[src/rtl/feeder_pkg.sv]
// Shared types and constants for the systolic array input feeder.
package feeder_pkg;

  typedef enum logic [1:0] {
    IDLE      = 2'd0,
    STREAM    = 2'd1,
    WAIT_DONE = 2'd2
  } feeder_state_t;

  localparam int W_MAX_DEF  = 8;
  localparam int PREC_MIN   = 2;
  localparam int TILE_CNT_W = 16;

  // A precision is usable only if it fits the per-column weight field.
  function automatic logic prec_ok(logic [3:0] p, int w_max);
    return (int'(p) >= PREC_MIN) && (int'(p) <= w_max);
  endfunction

endpackage

[src/rtl/weight_serializer.sv]
// N parallel right-shift registers that present each column weight LSB first.
module weight_serializer #(
  parameter int N     = 2,
  parameter int W_MAX = 8
) (
  input  logic               clk,
  input  logic               rst,
  input  logic               load,
  input  logic               shift,
  input  logic [N*W_MAX-1:0] w_in,
  output logic [N-1:0]       w_bits
);

  for (genvar c = 0; c < N; c++) begin : g_col
    logic [W_MAX-1:0] sr;

    always_ff @(posedge clk) begin
      if (rst) begin
        sr <= '0;
      end else if (load) begin
        sr <= w_in[c*W_MAX +: W_MAX];
      end else if (shift) begin
        sr <= sr >> 1;
      end
    end

    assign w_bits[c] = sr[0];
  end

endmodule

[src/rtl/systolic_feeder.sv]
// Double-buffered tile feeder: parallel activations plus bit-serial weights
// into the systolic array, then waits for the array's completion pulse.
module systolic_feeder
  import feeder_pkg::*;
#(
  parameter int ACT_WIDTH    = 16,
  parameter int N            = 2,
  parameter int W_MAX        = W_MAX_DEF,
  parameter int DONE_TIMEOUT = 255
) (
  input  logic                   clk,
  input  logic                   rst,
  input  logic                   ld_valid,
  output logic                   ld_ready,
  input  logic [N*ACT_WIDTH-1:0] ld_act,
  input  logic [N*W_MAX-1:0]     ld_w,
  input  logic [3:0]             ld_prec,
  input  logic                   sa_done,
  output logic                   active,
  output logic [3:0]             precision,
  output logic [N*ACT_WIDTH-1:0] act_out,
  output logic [N-1:0]           w_out,
  output logic                   busy,
  output logic [TILE_CNT_W-1:0]  tile_cnt,
  output logic                   err,
  output logic [1:0]             state_dbg
);

  localparam int TO_W = $clog2(DONE_TIMEOUT + 1);

  // Load handshake: a tile transfers on ld_valid && ld_ready; ld_ready is high
  // exactly while the shadow buffer is empty and never depends on ld_valid.
  feeder_state_t          state;
  logic                   sh_full;
  logic [N*ACT_WIDTH-1:0] sh_act;
  logic [N*W_MAX-1:0]     sh_w;
  logic [3:0]             sh_prec;
  logic [3:0]             bit_cnt;
  logic [TO_W-1:0]        to_cnt;
  logic [N-1:0]           w_bits;
  logic                   load_fire;
  logic                   move;
  logic                   prec_good;

  assign ld_ready  = !sh_full;
  assign load_fire = ld_valid && ld_ready;
  assign move      = (state == IDLE) && sh_full;
  assign prec_good = prec_ok(ld_prec, W_MAX);
  assign busy      = (state != IDLE);
  assign state_dbg = state;
  assign w_out     = w_bits & {N{active}};

  weight_serializer #(.N(N), .W_MAX(W_MAX)) u_ser (
    .clk    (clk),
    .rst    (rst),
    .load   (move),
    .shift  (state == STREAM),
    .w_in   (sh_w),
    .w_bits (w_bits)
  );

  always_ff @(posedge clk) begin
    if (rst) begin
      state     <= IDLE;
      sh_full   <= 1'b0;
      sh_act    <= '0;
      sh_w      <= '0;
      sh_prec   <= '0;
      bit_cnt   <= '0;
      to_cnt    <= '0;
      active    <= 1'b0;
      precision <= '0;
      act_out   <= '0;
      tile_cnt  <= '0;
      err       <= 1'b0;
    end else begin
      // A new load wins over the move so the shadow keeps the incoming tile.
      if (load_fire) begin
        sh_full <= 1'b1;
        sh_act  <= ld_act;
        sh_w    <= ld_w;
        sh_prec <= prec_good ? ld_prec : 4'(W_MAX);
        if (!prec_good) err <= 1'b1;
      end else if (move) begin
        sh_full <= 1'b0;
      end

      case (state)
        IDLE: begin
          if (sh_full) begin
            state     <= STREAM;
            active    <= 1'b1;
            act_out   <= sh_act;
            precision <= sh_prec;
            bit_cnt   <= '0;
          end
        end
        STREAM: begin
          if (bit_cnt == precision - 4'd1) begin
            state  <= WAIT_DONE;
            active <= 1'b0;
            to_cnt <= '0;
          end else begin
            bit_cnt <= bit_cnt + 4'd1;
          end
        end
        WAIT_DONE: begin
          if (sa_done) begin
            state     <= IDLE;
            tile_cnt  <= tile_cnt + TILE_CNT_W'(1);
            act_out   <= '0;
            precision <= '0;
          end else if (to_cnt == TO_W'(DONE_TIMEOUT - 1)) begin
            state     <= IDLE;
            err       <= 1'b1;
            act_out   <= '0;
            precision <= '0;
          end else begin
            to_cnt <= to_cnt + TO_W'(1);
          end
        end
        default: state <= IDLE;
      endcase
    end
  end

endmodule

[config.mk]
export PLATFORM = sky130hd
export DESIGN_NAME = systolic_feeder
export DESIGN_NICKNAME = d
export VERILOG_FILES = /design/src/rtl/feeder_pkg.sv /design/src/rtl/weight_serializer.sv /design/src/rtl/systolic_feeder.sv
export SDC_FILE = /design/constraint.sdc
export NUM_CORES = 1
export LEC_CHECK = 0
export CAP_MARGIN = 20
export CORE_UTILIZATION = 47
export DETAILED_ROUTE_END_ITERATION = 6
export GPL_ROUTABILITY_DRIVEN = 0
export GPL_TIMING_DRIVEN = 0
export MAX_ROUTING_LAYER = met4
export PLACE_DENSITY = 0.84
export SKIP_LAST_GASP = 1
export SLEW_MARGIN = 10
export SYNTH_ARGS = -nofsm -noshare
export SYNTH_HDL_FRONTEND = slang
export SYNTH_SLANG_ARGS = --single-unit
[constraint.sdc]
create_clock -name clk -period 2 [get_ports clk]
set_input_delay 0.6 -clock clk [delete_from_list [all_inputs] [get_ports clk]]
set_output_delay 0.6 -clock clk [all_outputs]
set_load 0.02 [all_outputs]
==> results of run 1 <==
routing by layer:
metal  vias to the layer above  track usage [%]  routed length (um)  part of all wire (%)
met4                         0             10.1                 330                   2.0
met5                         -                -                   0                     0
met2                       184             41.3                7710                    48
met1                      2715             32.5                7130                    44
li1                       2787                -                   -                     -
met3                        22             6.59                 933                   5.8
final cells by class:
cell class / count / area (um^2) / area share, %
inverters: 11 / 46.3 / 0.587
flip-flops and latches: 137 / 2750 / 34.9
well taps: 168 / 210 / 2.66
repair buffers: 122 / 1140 / 14.4
clock buffers: 27 / 503 / 6.37
clock inverters: 3 / 40.0 / 0.507
multi-input cells: 510 / 2960 / 37.5
plain buffers: 51 / 243 / 3.08
cell usage after synthesis, types with 3 or more instances:
library cell | count | area share [%]
a22oi_1 | 43 | 5.5
ha_1 | 5 | 1.1
dfxtp_1 | 137 | 46
and2_1 | 3 | 0.32
nand2_1 | 165 | 11
inv_1 | 10 | 0.64
nand3_1 | 14 | 1.2
mux2_2 | 3 | 0.57
nor2b_1 | 5 | 0.53
a211oi_1 | 3 | 0.38
and3_1 | 5 | 0.53
xor2_1 | 13 | 1.9
buf_2 | 8 | 0.68
nor2_1 | 34 | 2.2
nor4_1 | 3 | 0.32
clkbuf_1 | 43 | 2.7
a2bb2oi_1 | 37 | 5.5
a21oi_1 | 107 | 9.1
nor3_1 | 4 | 0.34
nand4_1 | 8 | 0.85
nand2b_1 | 3 | 0.32
buf_1 | 3 | 0.19
nor4b_1 | 4 | 0.59
xnor2_1 | 10 | 1.5
o21ai_0 | 6 | 0.51
state kept, by name (all words and copies together) (netlist names), 4 cells and up:
| register | flops |
|---|---|
| precision | 4 |
| sh_prec | 4 |
| tile_cnt | 16 |
| act_out | 32 |
| sh_act | 32 |
| u_ser.g_col.sr | 16 |
| sh_w | 16 |
| bit_cnt | 4 |
| to_cnt | 8 |
critical path, stage by stage:
cell	delay [ns]
clkdlybuf4s50_1	0.56
and4b_2	0.27
nand2_1	0.09
nor4_1	0.39
mux2_2	0.38
worst min path at each step:
stage / start / to / slack (ns) / cells past startpoint
3_5_place_dp: u_ser.g_col[1].sr[0]$_SDFFE_PP0P_ / u_ser.g_col[1].sr[0]$_SDFFE_PP0P_ / 0.45 / 2
6_report: u_ser.g_col[1].sr[0]$_SDFFE_PP0P_ / u_ser.g_col[1].sr[0]$_SDFFE_PP0P_ / 0.45 / 2
5_1_grt: sh_act[30]$_SDFFE_PP0P_ / sh_act[30]$_SDFFE_PP0P_ / 0.46 / 2
2_1_floorplan: sh_prec[0]$_SDFFE_PP0P_ / sh_prec[0]$_SDFFE_PP0P_ / 0.43 / 2
3_3_place_gp: u_ser.g_col[1].sr[0]$_SDFFE_PP0P_ / u_ser.g_col[1].sr[0]$_SDFFE_PP0P_ / 0.44 / 2
4_1_cts: u_ser.g_col[1].sr[0]$_SDFFE_PP0P_ / u_ser.g_col[1].sr[0]$_SDFFE_PP0P_ / 0.45 / 2
cells in the final DEF, fill, tap and decap left out, types with 3 or more instances in the layout:
master	count
nor2_1	33
dfxtp_4	3
xor2_1	13
nand2_1	165
clkbuf_2	19
and3_1	5
a2bb2oi_1	37
a22oi_1	43
buf_2	7
nor2b_1	5
clkbuf_8	5
dlygate4sd2_1	50
mux2_2	3
inv_1	10
clkbuf_16	17
nand4_1	8
clkbuf_1	28
buf_4	7
dfxtp_1	134
and2_1	3
clkdlybuf4s50_1	61
xnor2_1	9
nand3_1	14
nand2b_1	3
nor3_1	4
ha_1	4
a211oi_1	3
o21ai_0	6
nor4b_1	4
a21oi_1	107
report_power, final:
| group | switching (mW) | internal, mW | total (mW) |
|---|---|---|---|
| clock | 1.10 | 1.83 | 2.92 |
| combinational | 0.431 | 0.305 | 0.737 |
| sequential | 0.0760 | 2.84 | 2.91 |
| total | 1.61 | 4.97 | 6.57 |
metrics by stage:
stage          cell area, um^2  setup TNS, ns  hold slack [ns]
2_1_floorplan             5900              0            0.432
3_3_place_gp              7260         -68.95            0.438
3_5_place_dp              7260         -67.87            0.445
4_1_cts                   7800         -0.112            0.452
5_1_grt                   7890        -0.0756            0.464
6_report                  7890              0            0.452
cells by family (layout without fill, tap and decap cells):
group,Yosys count,count (layout),synth area share [%]
AND/OR/NAND/NOR,264,264,20.2
AO/OA/AOI/OAI,212,212,23.2
flip-flops,137,137,46.5
buffers and inverters,65,214,4.31
XOR/XNOR,24,24,3.82
adder cells (fa/ha/maj),5,5,1.06
multiplexers,5,5,0.912
repair_timing:
item,in CTS,in global routing
setup endpoints to repair,156,81
resized for setup,76,28
hold endpoints to repair,0,0
pin swaps,1,4
hold buffers,0,0
buffers inserted,2,5
==> impl_metrics.env, run 1 <==
export IMPL_slew_viol_final=0
export IMPL_dp_cells=995
export IMPL_fmax_ghz=0.503
export IMPL_worstPathMaxFanout=4
export IMPL_r2r_start="precision[0]$_SDFFE_PP0P_"
export IMPL_tightest_slew_ns=0.595
export IMPL_slew_headroom_pct=60.3
export IMPL_setup_ws_ns=0.0126
export IMPL_run_status="complete, no violations"
export IMPL_first_pass_iters=7
export IMPL_synthArstFlopShare_pct=0
export IMPL_grt_pass1_wl_um=25900
export IMPL_clock_sinks=137
export IMPL_cp_data_arrival_time_ns=2.29
export IMPL_crit_type="in2reg"
export IMPL_coreArea_um2=12100
export IMPL_die_h_um=114
export IMPL_diodes=0
export IMPL_via_count=5708
export IMPL_start_kind="input port"
export IMPL_critPathCaptureType="register"
export IMPL_root_buffer="clkbuf_16"
export IMPL_power_leakage_nw=3.15
export IMPL_dieArea_um2=13000
export IMPL_crit_end="tile_cnt[12]$_SDFFE_PP0P_"
export IMPL_clock_path_buffers=2
export IMPL_grt_usage_pct=26.3
export IMPL_reg2reg_depth=5
export IMPL_start_util_pct=48.7
export IMPL_drive_above_1_share_pct=9.52
export IMPL_cts_made_buffers=17
export IMPL_wirelength_um=16100
export IMPL_avgSynthCellArea_um2=8.28
export IMPL_antenna_found_initial=0
export IMPL_cap_violations=0
export IMPL_min_period_ns=1.99
export IMPL_final_core_util_pct=65.1
export IMPL_synthCells=712
export IMPL_synth_flop_cell="dfxtp_1"
export IMPL_r2r_setup_slack_ns=0.04
export IMPL_drtIter0Drc=398
export IMPL_yosysSeqAreaShare_pct=46.5
export IMPL_peakVddDrop_uv=746
export IMPL_worstReg2RegEnd="bit_cnt[2]$_SDFFE_PP0P_"
export IMPL_overflow=0
export IMPL_p_total_mw=6.57
export IMPL_synth_edff_count=0
export IMPL_path_clk_slew_ns=0.05
export IMPL_ys_warn_count=0
export IMPL_finalHoldViolCount=0
export IMPL_crit_start="sa_done"
export IMPL_place_ws_ns=-0.705
export IMPL_remaining_drc_errors=0
export IMPL_required_ns=2.30
export IMPL_netlist_cell_type_count=52
export IMPL_grt_max_degree=19
export IMPL_syn_area_um2=5900
export IMPL_period_share_pct=99.4
export IMPL_finalSetupViolCount=0
export IMPL_layout_nets=911
export IMPL_area_delta_synth_final_pct=33.8
export IMPL_place_hpwl_um=10900
export IMPL_power_density_nw_per_um2=833
export IMPL_rows=40
export IMPL_n_fill_cell=1011
export IMPL_port_buffers=115
export IMPL_routedWlPerCell_um=15.6
export IMPL_die_w_um=114
export IMPL_ys_ff_latch=137
export IMPL_io_pins=116
export IMPL_grt_pass1_vias=5339
export IMPL_clock_skew_ns=0.00646
export IMPL_cts_tree="built"
export IMPL_syn_num_nets=773
export IMPL_avgViaCountPerCell=5.55
export IMPL_ant_nets=0
export IMPL_final_cell_count_no_fill=1029
export IMPL_worstSkewPairLatency_ns=0.41
export IMPL_htreeDepth=4
export IMPL_hp_class="reg2reg"
(Power assumes the default switching activity.)
==> run 2, diff against run 1 <==
--- a/config.mk
+++ b/config.mk
@@ -9,11 +9,11 @@
 export CORE_UTILIZATION = 47
 export DETAILED_ROUTE_END_ITERATION = 6
 export GPL_ROUTABILITY_DRIVEN = 0
-export GPL_TIMING_DRIVEN = 0
 export MAX_ROUTING_LAYER = met4
-export PLACE_DENSITY = 0.84
+export PLACE_DENSITY = 0.83
 export SKIP_LAST_GASP = 1
 export SLEW_MARGIN = 10
 export SYNTH_ARGS = -nofsm -noshare
 export SYNTH_HDL_FRONTEND = slang
+export SYNTH_HIERARCHICAL = 1
 export SYNTH_SLANG_ARGS = --single-unit
==> impl_metrics.env, run 2 <==
export IMPL_routedWlPerCell_um=15.2
export IMPL_io_pins=116
export IMPL_die_w_um=116
export IMPL_min_period_ns=1.95
export IMPL_slew_viol_final=0
export IMPL_grt_pass1_vias=5253
export IMPL_finalHoldViolCount=0
export IMPL_dpl_cell_area_um2=7530
export IMPL_die_h_um=116
export IMPL_synthCells=718
export IMPL_synthTopCellsByCount="152 x nand2_1, 137 x dfxtp_1, 98 x a21oi_1"
export IMPL_netlist_area_leader_share_pct=44.9
export IMPL_final_core_util_pct=63.7
export IMPL_run_status="complete, no violations"
export IMPL_worst_path_buf_inv=1
export IMPL_crit_chain="clkdlybuf4s50_1"
export IMPL_diodes=0
export IMPL_ys_warn_count=6
export IMPL_synth_edff_count=0
export IMPL_avgViaCountPerCell=5.51
export IMPL_top_regs="act_out: 32 flops, sh_act: 32 flops"
export IMPL_first_pass_iters=5
export IMPL_hp_class="reg2reg"
export IMPL_period_share_pct=97.5
export IMPL_clock_path_buffers=2
export IMPL_grt_pass1_wl_um=25100
export IMPL_layout_nets=885
export IMPL_synthArstFlopShare_pct=0
export IMPL_rows=41
export IMPL_coreArea_um2=12700
export IMPL_p_total_mw=6.90
export IMPL_syn_num_nets=779
export IMPL_netlist_cell_type_count=57
export IMPL_dieArea_um2=13500
export IMPL_remaining_drc_errors=0
export IMPL_worstSkewPairLatency_ns=0.42
export IMPL_critPathCaptureType="primary output"
export IMPL_layout_commonest_cell="nand2_1"
export IMPL_critPathTopFamily="buffers and inverters"
export IMPL_place_hpwl_um=9710
export IMPL_htreeDepth=4
export IMPL_worstPathMaxFanout=2
export IMPL_clock_sinks=137
export IMPL_cts_hold_buffers_added=0
export IMPL_synthTopCellsByArea="dfxtp_1 45%, nand2_1 9.3%, a21oi_1 8.0%, a2bb2oi_1 5.4%, a22oi_1 3.4%"
export IMPL_cp_data_arrival_time_ns=1.35
export IMPL_fmax_ghz=0.513
export IMPL_cts_tree="built"
export IMPL_via_count=5561
export IMPL_synth_flop_cell="dfxtp_1"
export IMPL_ant_nets=0
export IMPL_grt_max_degree=82
export IMPL_final_cell_count_no_fill=1009
export IMPL_cts_made_buffers=17
export IMPL_grt_usage_pct=24.8
export IMPL_ys_ff_latch=137
export IMPL_drtIter0Drc=349
export IMPL_tightest_slew_ns=0.466
export IMPL_final_cell_mix="151 x nand2_1, 134 x dfxtp_1, 98 x a21oi_1"
export IMPL_start_kind="register"
export IMPL_clock_skew_ns=0.00690
export IMPL_power_leakage_nw=3.28
export IMPL_slew_headroom_pct=68.8
export IMPL_root_buffer="clkbuf_16"
export IMPL_power_density_nw_per_um2=856
export IMPL_ctsResizeCount=58
export IMPL_r2r_setup_slack_ns=0.17
export IMPL_avgSynthCellArea_um2=8.51
export IMPL_area_delta_synth_final_pct=32.0
export IMPL_overflow=0
export IMPL_crit_type="reg2out"
export IMPL_syn_area_um2=6110
export IMPL_wirelength_um=15400
export IMPL_cts_setup_buffers=0
export IMPL_required_ns=1.40
export IMPL_peakVddDrop_uv=621
export IMPL_dp_cells=977
export IMPL_start_util_pct=48.2
export IMPL_rsz0062_at_grt="no"
export IMPL_yosysSeqAreaShare_pct=44.9
export IMPL_yosysMostFrequentCell="nand2_1"
export IMPL_crit_path_top_delay_cell="clkdlybuf4s50_1"
export IMPL_path_clk_slew_ns=0.05
export IMPL_tns_ns=0
export IMPL_antenna_found_initial=0
export IMPL_drive_above_1_share_pct=9.68
export IMPL_synth_largest_area_cell="dfxtp_1"
export IMPL_cpPeakStageDelay_ns=0.61
export IMPL_port_buffers=115
export IMPL_cap_violations=0
export IMPL_finalSetupViolCount=0
export IMPL_finalInstanceArea_um2=8070
==> run 2: cell types whose count changed after synthesis, sizes merged, moves of 10 or more <==
cell / delta
a22oi: -15
mux2i: +15
nand2: -13
a211oi: +12
buf: +12
nor2: -12
nor2b: +11
clkbuf: -10
==> run 2: where the power goes <==
group          internal [mW]  switching (mW)  leakage (nW)
clock network           2.04            1.12         0.300
registers               2.86          0.0892          1.12
logic                  0.364           0.422          1.87
total                   5.27            1.63          3.28
==> run 2: final timing paths <==
| kind | from | cells past startpoint | to |
|---|---|---|---|
| max | err$_SDFF_PP0_ | 1 | err |
| min | sh_act[11]$_SDFFE_PP0P_ | 2 | sh_act[11]$_SDFFE_PP0P_ |
| max reg2reg | precision[1]$_SDFFE_PP0P_ | 6 | active$_SDFFE_PP0P_ |
| min reg2reg | sh_act[11]$_SDFFE_PP0P_ | 2 | sh_act[11]$_SDFFE_PP0P_ |
==> run 2: cell families (layout without fill, tap and decap cells) <==
group,Yosys count,after routing,share of synthesized area [%]
AO/OA/AOI/OAI,209,209,22.3
AND/OR/NAND/NOR,258,258,20.3
buffers and inverters,71,190,5.39
flip-flops,137,137,44.9
XOR/XNOR,21,21,3.26
adder cells (fa/ha/maj),5,5,1.02
multiplexers,17,17,2.78
==> run 2: stage by stage <==
| step | hold slack, ns | worst slack [ns] |
|---|---|---|
| CTS | 0.454 | 0.00462 |
| global placement | 0.438 | -0.250 |
| finish | 0.453 | 0.0501 |
| global route | 0.469 | 0.00531 |
| detailed placement | 0.446 | -0.280 |
| floorplan | 0.432 | 0.189 |
==> run 2: final cells by class <==
cell class	instances	area [um^2]
fillers	1092	4600
multi-input cells	510	3060
flip-flops and latches	137	2750
repair buffers	143	1390
clock buffers	23	478
well taps	172	215
clock inverters	9	120
inverters	15	56.3
==> run 2: routing by layer <==
layer / routed length [um] / share of wire [%] / vias to the layer above / GRT usage, %
met5: 0 / 0 / - / -
met4: 338 / 2.2 / 0 / 11.2
met3: 715 / 4.7 / 26 / 5.39
met2: 7350 / 48 / 159 / 38.7
met1: 6970 / 45 / 2620 / 30.8
li1: - / - / 2756 / -
==> run 3, diff against run 2 <==
--- a/config.mk
+++ b/config.mk
@@ -5,12 +5,14 @@
 export SDC_FILE = /design/constraint.sdc
 export NUM_CORES = 1
 export LEC_CHECK = 0
+export ABC_CLOCK_PERIOD_IN_PS = 2000
 export CAP_MARGIN = 20
 export CORE_UTILIZATION = 47
 export DETAILED_ROUTE_END_ITERATION = 6
 export GPL_ROUTABILITY_DRIVEN = 0
 export MAX_ROUTING_LAYER = met4
 export PLACE_DENSITY = 0.83
+export SETUP_SLACK_MARGIN = 0.1
 export SKIP_LAST_GASP = 1
 export SLEW_MARGIN = 10
 export SYNTH_ARGS = -nofsm -noshare
==> impl_metrics.env, run 3 (same netlist as run 2, synthesis figures left out) <==
export IMPL_grt_pass1_wl_um=25100
export IMPL_rows=41
export IMPL_p_int_mw=5.27
export IMPL_rsz0062_at_grt="yes"
export IMPL_hold_slack_ns=0.454
export IMPL_place_hpwl_um=9710
export IMPL_met3_usage_pct=5.39
export IMPL_cp_data_arrival_time_ns=1.21
export IMPL_p_seq_share_pct=42.8
export IMPL_finalHoldViolCount=0
export IMPL_required_ns=1.40
export IMPL_wirelength_um=15400
export IMPL_crit_type="reg2out"
export IMPL_cts_tree="built"
export IMPL_grt_busiest_layer="met2"
export IMPL_min_delay_start="sh_act[11]$_SDFFE_PP0P_"
export IMPL_period_share_pct=90.6
export IMPL_final_core_util_pct=63.7
export IMPL_finalSetupViolCount=0
export IMPL_grt_pass1_vias=5253
export IMPL_via_count=5569
export IMPL_peakVddDrop_uv=619
export IMPL_n_fill_cell=1091
export IMPL_r2r_start="precision[0]$_SDFFE_PP0P_"
export IMPL_final_cell_mix="151 x nand2_1, 133 x dfxtp_1, 98 x a21oi_1"
export IMPL_pwr_share_comb_pct=11.4
export IMPL_layout_nets=886
export IMPL_first_pass_iters=5
export IMPL_p_sw_share_pct=23.6
export IMPL_drive_above_1_share_pct=10.6
export IMPL_clock_power_share_pct=45.8
export IMPL_clock_skew_ns=0.00686
export IMPL_critPathCaptureType="primary output"
export IMPL_routedWlPerCell_um=15.2
export IMPL_start_util_pct=48.2
export IMPL_worst_path_buf_inv=1
export IMPL_root_buffer="clkbuf_16"
export IMPL_top_regs="act_out: 32 flops, sh_act: 32 flops"
export IMPL_remaining_drc_errors=0
export IMPL_cap_violations=0
export IMPL_hp_class="reg2reg"
export IMPL_start_kind="register"
export IMPL_met2_usage_pct=38.7
export IMPL_critPathTopFamily="flip-flops"
export IMPL_crit_path_top_delay_cell="dfxtp_1"
export IMPL_area_delta_synth_final_pct=32.0
export IMPL_clock_path_buffers=2
export IMPL_coreArea_um2=12700
export IMPL_grt_max_degree=82
export IMPL_ant_nets=0
export IMPL_slew_headroom_pct=68.8
export IMPL_slew_viol_final=0
export IMPL_fmax_ghz=0.552
export IMPL_io_pins=116
export IMPL_min_period_ns=1.81
export IMPL_drtIter0Drc=323
export IMPL_worstSkewPairLatency_ns=0.42
export IMPL_avgViaCountPerCell=5.51
export IMPL_die_w_um=116
export IMPL_die_h_um=116
export IMPL_antenna_found_initial=0
export IMPL_grt_usage_pct=24.8
export IMPL_crit_chain="dlygate4sd2_1"
export IMPL_netSwitchingPower_mw=1.63
export IMPL_port_buffers=115
export IMPL_tightest_slew_ns=0.465
export IMPL_htreeDepth=4
export IMPL_diodes=0
export IMPL_cts_made_buffers=17
export IMPL_power_leakage_nw=3.26
export IMPL_dieArea_um2=13500
export IMPL_cpPeakStageDelay_ns=0.42
export IMPL_run_status="complete, no violations"
export IMPL_layout_commonest_cell="nand2_1"
export IMPL_path_clk_slew_ns=0.06
export IMPL_worstPathMaxFanout=6
export IMPL_overflow=0
export IMPL_power_density_nw_per_um2=855
export IMPL_crit_start="tile_cnt[3]$_SDFFE_PP0P_"
export IMPL_clock_sinks=137
export IMPL_use_met1_pct=30.8
[run 3: metrics by stage]
step / cells / area [um^2] / power, mW / setup TNS (ns) / worst slack [ns]
after floorplan: 718 / 6110 / 3.47 / 0 / 0.189
final: 1010 / 8070 / 6.90 / 0 / 0.188
after global placement: 977 / 7530 / 3.79 / -2.47 / -0.250
after global routing: 1010 / 8070 / 7.17 / 0 / 0.0854
after CTS: 1009 / 8060 / 6.94 / 0 / 0.0852
after detailed placement: 977 / 7530 / 3.81 / -3.70 / -0.280
[run 3: routing by layer]
metal / routed length [um] / share of wire, %
met1: 6870 / 45
met2: 7340 / 48
met3: 817 / 5.3
met4: 332 / 2.2
met5: 0 / 0
[run 3: tightest hold or removal path, cell delays in order, from the launching register on]
cell     delay, ns
dfxtp_1       0.30
nand2_1       0.05
a21oi_1       0.05
[run 3: area by class of cell]
cell class	instances	area [um^2]	area share, %
clock buffers	23	478	5.92
clock inverters	9	120	1.49
inverters	15	56.3	0.698
multi-input cells	510	3070	38.1
flip-flops and latches	137	2750	34.1
well taps	172	215	2.67
repair buffers	144	1380	17.1
[run 3: final timing paths]
check                                    to  slack (ns)  cells after the start
hold reg to reg     sh_act[11]$_SDFFE_PP0P_        0.45                      2
hold / removal      sh_act[11]$_SDFFE_PP0P_        0.45                      2
setup / recovery                tile_cnt[3]        0.19                      1
setup reg to reg  state_dbg[0]$_SDFFE_PP0P_        0.21                      6
[run 3: timing repair]
item | in CTS | in global routing
gates resized for setup | 64 | 12
hold buffers | 0 | 0
pin swaps | 0 | 2
setup buffers | 0 | 1
endpoints found under the setup margin | 62 | 13
[run 3: power by group through the flow]
stage	Sequential (mW)	Combinational, mW	Clock [mW]
floorplan	3.01	0.457	0
global placement	3.00	0.791	0
detailed placement	3.01	0.803	0
CTS	2.95	0.787	3.20
global route	2.97	0.863	3.34
finish	2.95	0.790	3.16
